==> config.mk <==
export PLATFORM = sky130hd
export DESIGN_NAME = bus_host_arb
export DESIGN_NICKNAME = d
export VERILOG_FILES = /design/src/rtl/bus_host_arb.sv
export SDC_FILE = /design/constraint.sdc
export NUM_CORES = 1
export LEC_CHECK = 0
export CORE_AREA = 4 4 109 111
export CTS_CLUSTER_DIAMETER = 100
export DETAILED_ROUTE_END_ITERATION = 12
export DIE_AREA = 0 0 113 115
export SLEW_MARGIN = 20
export SYNTH_ARGS = -nofsm -noshare
export SYNTH_HDL_FRONTEND = slang
export SYNTH_SLANG_ARGS = --single-unit
==> constraint.sdc <==
create_clock -name clk_i -period 3.3 [get_ports clk_i]
set_input_delay 0.33 -clock clk_i [delete_from_list [all_inputs] [get_ports clk_i]]
set_output_delay 0.33 -clock clk_i [all_outputs]
set_load 0.05 [all_outputs]
==> src/rtl/bus_host_arb.sv <==
// Two-host round-robin arbiter onto a single req/gnt/rvalid device port.
// A small ID FIFO remembers which host owns each outstanding response.
module bus_host_arb #(
  parameter int BusWidth       = 32,
  parameter int MaxOutstanding = 2
) (
  input  logic                      clk_i,
  input  logic                      rst_i,
  input  logic [1:0]                host_req_i,
  input  logic [1:0]                host_we_i,
  input  logic [2*BusWidth-1:0]     host_addr_i,
  input  logic [2*BusWidth/8-1:0]   host_be_i,
  input  logic [2*BusWidth-1:0]     host_wdata_i,
  output logic [1:0]                host_gnt_o,
  output logic [1:0]                host_rvalid_o,
  output logic [BusWidth-1:0]       host_rdata_o,
  output logic                      dev_req_o,
  output logic                      dev_we_o,
  output logic [BusWidth-1:0]       dev_addr_o,
  output logic [BusWidth-1:0]       dev_wdata_o,
  output logic [BusWidth/8-1:0]     dev_be_o,
  input  logic                      dev_gnt_i,
  input  logic                      dev_rvalid_i,
  input  logic [BusWidth-1:0]       dev_rdata_i,
  output logic                      err_o
);

  localparam int BeW  = BusWidth / 8;
  localparam int CntW = $clog2(MaxOutstanding + 1);
  localparam int PtrW = (MaxOutstanding > 1) ? $clog2(MaxOutstanding) : 1;

  typedef enum logic {IDLE = 1'b0, HOLD = 1'b1} state_e;

  state_e            state_q, state_d;
  logic              sel, sel_q, prio_q;
  logic              id_mem [MaxOutstanding];
  logic [PtrW-1:0]   wr_ptr_q, rd_ptr_q;
  logic [CntW-1:0]   count_q;
  logic              err_q;
  logic              full, empty, accept, pop, head;

  assign full   = (count_q == CntW'(MaxOutstanding));
  assign empty  = (count_q == '0);
  assign accept = dev_req_o && dev_gnt_i;
  assign pop    = dev_rvalid_i && !empty;
  assign head   = id_mem[rd_ptr_q];
  assign err_o  = err_q;

  function automatic logic [PtrW-1:0] ptr_inc(input logic [PtrW-1:0] p);
    return (p == PtrW'(MaxOutstanding - 1)) ? '0 : p + PtrW'(1);
  endfunction

  always_ff @(posedge clk_i) begin
    if (rst_i) state_q <= IDLE;
    else       state_q <= state_d;
  end

  always_comb begin
    state_d = state_q;
    case (state_q)
      IDLE:    if (dev_req_o && !dev_gnt_i) state_d = HOLD;
      HOLD:    if (dev_gnt_i || !host_req_i[sel_q]) state_d = IDLE;
      default: state_d = IDLE;
    endcase
  end

  always_comb begin
    if (state_q == HOLD) begin
      sel = sel_q;
    end else begin
      case (host_req_i)
        2'b01:   sel = 1'b0;
        2'b10:   sel = 1'b1;
        default: sel = prio_q;
      endcase
    end
    dev_req_o   = host_req_i[sel] && !full;
    dev_we_o    = host_we_i[sel];
    dev_addr_o  = sel ? host_addr_i[2*BusWidth-1:BusWidth]  : host_addr_i[BusWidth-1:0];
    dev_wdata_o = sel ? host_wdata_i[2*BusWidth-1:BusWidth] : host_wdata_i[BusWidth-1:0];
    dev_be_o    = sel ? host_be_i[2*BeW-1:BeW]              : host_be_i[BeW-1:0];
    host_gnt_o       = 2'b00;
    host_gnt_o[sel]  = dev_req_o && dev_gnt_i;
    host_rvalid_o    = 2'b00;
    if (!empty) host_rvalid_o[head] = dev_rvalid_i;
    host_rdata_o     = dev_rdata_i;
  end

  // In HOLD sel already equals sel_q, so an unconditional load keeps it stable.
  always_ff @(posedge clk_i) begin
    if (rst_i) begin
      sel_q    <= 1'b0;
      prio_q   <= 1'b0;
      wr_ptr_q <= '0;
      rd_ptr_q <= '0;
      count_q  <= '0;
      err_q    <= 1'b0;
    end else begin
      sel_q <= sel;
      if (accept) begin
        prio_q   <= ~sel;
        wr_ptr_q <= ptr_inc(wr_ptr_q);
      end
      if (pop) rd_ptr_q <= ptr_inc(rd_ptr_q);
      case ({accept, pop})
        2'b10:   count_q <= count_q + CntW'(1);
        2'b01:   count_q <= count_q - CntW'(1);
        default: count_q <= count_q;
      endcase
      if (dev_rvalid_i && empty) err_q <= 1'b1;
    end
  end

  always_ff @(posedge clk_i) begin
    if (!rst_i && accept) id_mem[wr_ptr_q] <= sel;
  end

endmodule
==> summary.md, run 1 <==
| Metric | Value |
|---|---|
| Setup Skew | roughly 0.0009 ns |
| Hold-fix buffers, CTS | 0 |
| Vias per cell | about 4 |
| First-pass GRT wire length | between 10 and 15 mm |
| CP required | 2.97 ns |
| Cts repair resizes | 0 |
| Vias in the first global route | 2097 |
| Fin Setup TNS | 0 ns |
| Switching Share | 0.496 |
| Leak Pwr | between 1 and 1.5 nW |
| Clk buf depth | 2 |
| Worst hold slack | ~0.48 ns |
| Share of layout cells above drive strength 1 | 0.411 |
| Footprint of the multi-input gates | roughly 0.0011 mm^2 |
| CP Capture Type | output pin |
| Post-DRT Antenna Nets | 0 |
| DRT iter0 DRCs | 34 |
| Clock Tree Root | clkbuf_8 |
| # Post-CTS Setup Buffers | 0 |
| Endpoints failing setup | 0 |
| Reg area | around 240 um^2 |
| VDD IR max | between 0.2 and 0.25 mV |
| Yosys reg bits | 11 |
| Post-Layout Cell Count | between 400 and 500 |
| Clk_lat worst skew | 0.23 ns |
| Filler cells | approximately 1100 |
| GR Overflow Total | 0 |
| Post-synthesis sequential area ratio | 0.145 |
| Die width | roughly 110 um |
| Period Utilization, post-route | 0.906 |
| Placed cells | 494 |
| N_diodes | 0 |
| Pin count of the biggest net entering global routing | 50 |
| HPWL after detailed placement | 6.61 mm |
| Max Slew Vio Count | 0 |
| Worst Hold Launch | err_o |
| Slew HR | 0.647 |
| Worst r2r src | prio_q |
| H-tree depth | 1 |
| Startpoint types | input pin |
| I/O Buffers | 218 |
| Psw | approximately 0.75 mW |
| Clk sinks | 11 |
| Height of the die | around 120 um |
| Residual DRC | 0 |
| Cell Pwr Density | 410 mW/mm^2 |
| I/O pin count | approximately 280 |
| Sequential share of power | 0.129 |
| Cell internal pwr | between 0.7 and 0.8 mW |
| Syn avg cell area | 9.56 um^2 |
| FMAX | ~0.33 GHz |
| Arrival time worst endpoint | around 2.7 ns |
| Row Count | 38 |
| CTS tree | yes |
| WL final | between 7 and 8 mm |
| CP Max Fanout | 5 |
| Clock share of power | 0.089 |
| Routed vias | 1985 |
| Yosys cell types | 32 |
| CP Launch Point | host_req_i[0] |
| Post-Syn Nets | between 300 and 400 |
| Status | complete, no violations |
| Max-cap violations | 0 |
| Final min period | 2.99 ns |
| Post-synthesis cell count | 173 |
| GPL Wtd Cong | approximately 0.78 |
| Unrepaired setup endpoints after global routing | no |
| Yosys synthesis warning count | 0 |
| Initial antenna violation count | 0 |
| Post-synthesis cell area | between 0.0015 and 0.002 mm^2 |
| Worst-path clk slew | 0.05 ns |
| Core area | around 0.011 mm^2 |
| DRT Pass-1 Iters | 4 |
| CTS buffer count | 3 |
| Routed wire per std cell | around 15 um |
| Combinational power share | 0.782 |
| Worst min path class | reg2reg |
| Total GRT Usage | 0.101 |
| Worst Path Class, Setup | in2out |
| Fin. Hold Viols | 0 |
| Area grow syn2layout | 122% |
| NumNets Final | 537 |
| Die Footprint | 0.0130 mm^2 |
| Starting Density | 0.153 |
| Worst-margin pin slew | 0.524 ns |
synthesized netlist by cell type:
cell type / n / area share
nand4_1: 2 / 0.0076
xnor2_1: 1 / 0.0053
nor2_1: 9 / 0.020
nor2b_1: 4 / 0.015
clkbuf_1: 1 / 0.0023
nand2_1: 2 / 0.0045
nor3_1: 2 / 0.0061
nand3_1: 2 / 0.0061
mux2_2: 63 / 0.43
nor3b_1: 1 / 0.0045
mux2i_1: 1 / 0.0061
and3_1: 1 / 0.0038
mux2_1: 7 / 0.048
ha_1: 2 / 0.015
edfxtp_1: 2 / 0.036
or4_4: 1 / 0.0068
o31ai_2: 1 / 0.0076
mux2i_4: 1 / 0.014
inv_1: 6 / 0.014
mux2_4: 1 / 0.0091
a211oi_1: 2 / 0.0091
buf_4: 32 / 0.15
a21oi_1: 3 / 0.0091
dfxtp_1: 9 / 0.11
o21ai_0: 3 / 0.0091
and4_2: 1 / 0.0061
xor2_1: 2 / 0.011
buf_2: 7 / 0.021
or3_1: 1 / 0.0038
nand2b_1: 1 / 0.0038
nor4_1: 1 / 0.0038
a311oi_2: 1 / 0.0091
sequential cells by signal (all words and copies together) (netlist names), named ones only:
name,flops
count_q,2
id_mem,2
err_o,1
prio_q,1
rd_ptr_q,1
sel_q,1
state_q,1
wr_ptr_q,1
through the flow:
step / total power, mW / utilization / instance area, um^2 / worst slack [ns]
detailed placement: 1.38 / 0.336 / 3620 / 0.243
floorplan: 1.05 / - / 1650 / 0.645
global placement: 1.38 / 0.336 / 3620 / 0.284
global route: 1.59 / 0.340 / 3670 / 0.165
finish: 1.50 / 0.340 / 3670 / 0.311
CTS: 1.52 / 0.340 / 3670 / 0.288
per-layer routing:
metal,global-route usage,part of all wire
met2,0.188,0.52
met4,0.0160,0.013
met3,0.0447,0.13
met5,0,0
met1,0.108,0.34
power by group through the flow:
stage               clock network (mW)  logic [mW]  registers, mW
finish                           0.134        1.18          0.194
global route                     0.147        1.24          0.198
CTS                              0.138        1.19          0.194
detailed placement                   0        1.18          0.196
global placement                     0        1.18          0.196
floorplan                            0       0.852          0.199
cells by family (layout without fill, tap and decap cells):
logic type,Yosys count,in the layout,share of synthesized area
DFF,11,11,0.145
adders and majority gates,2,2,0.0151
AOI/OAI and AO/OA,10,10,0.0439
buffers and inverters,46,231,0.182
xor gates and xnor gates,3,3,0.0159
and+or+nand+nor,28,28,0.0923
muxes,73,73,0.505
cell type report:
cell class | count | area share
Timing Repair Buffer | 221 | 0.565
Multi-Input combinational cell | 116 | 0.303
Sequential cell | 11 | 0.0655
Tap cell | 140 | 0.0477
Clock buffer | 4 | 0.0123
Inverter | 6 | 0.00614
cell usage in the layout, fill, tap and decap left out:
| master | count |
|---|---|
| a211oi_1 | 2 |
| a21oi_1 | 3 |
| a311oi_2 | 1 |
| and3_1 | 1 |
| and4_2 | 1 |
| buf_12 | 4 |
| buf_4 | 71 |
| clkbuf_1 | 1 |
| clkbuf_8 | 3 |
| clkdlybuf4s50_1 | 146 |
| dfxtp_1 | 9 |
| edfxtp_1 | 2 |
| ha_1 | 2 |
| inv_1 | 6 |
| mux2_1 | 7 |
| mux2_2 | 63 |
| mux2_4 | 1 |
| mux2i_1 | 1 |
| mux2i_4 | 1 |
| nand2_1 | 2 |
| nand2b_1 | 1 |
| nand3_1 | 2 |
| nand4_1 | 2 |
| nor2_1 | 9 |
| nor2b_1 | 4 |
| nor3_1 | 2 |
| nor3b_1 | 1 |
| nor4_1 | 1 |
| o21ai_0 | 3 |
| o31ai_2 | 1 |
| or3_1 | 1 |
| or4_4 | 1 |
| xnor2_1 | 1 |
| xor2_1 | 2 |
worst max-delay path, cell delays in order:
cell	delay, ns
clkdlybuf4s50_1	0.48
inv_1	0.07
ha_1	0.30
mux2_4	0.34
or4_4	0.50
a311oi_2	0.44
buf_12	0.20
worst paths after layout:
path,cells after the start,slack [ns],endpoint
max,7,0.31,host_gnt_o[1]
min,2,0.48,err_o
max reg2reg,6,1.16,count_q[1]
min reg2reg,2,0.48,err_o
No activity file was read; power rests on OpenSTA's default activity.
==> run 2: changes to the inputs <==
Settings changed: TNS_END_PERCENT from default to 30.
==> results of run 2 <==
The final DEF is identical to that of run 1; final timing and power are the same.
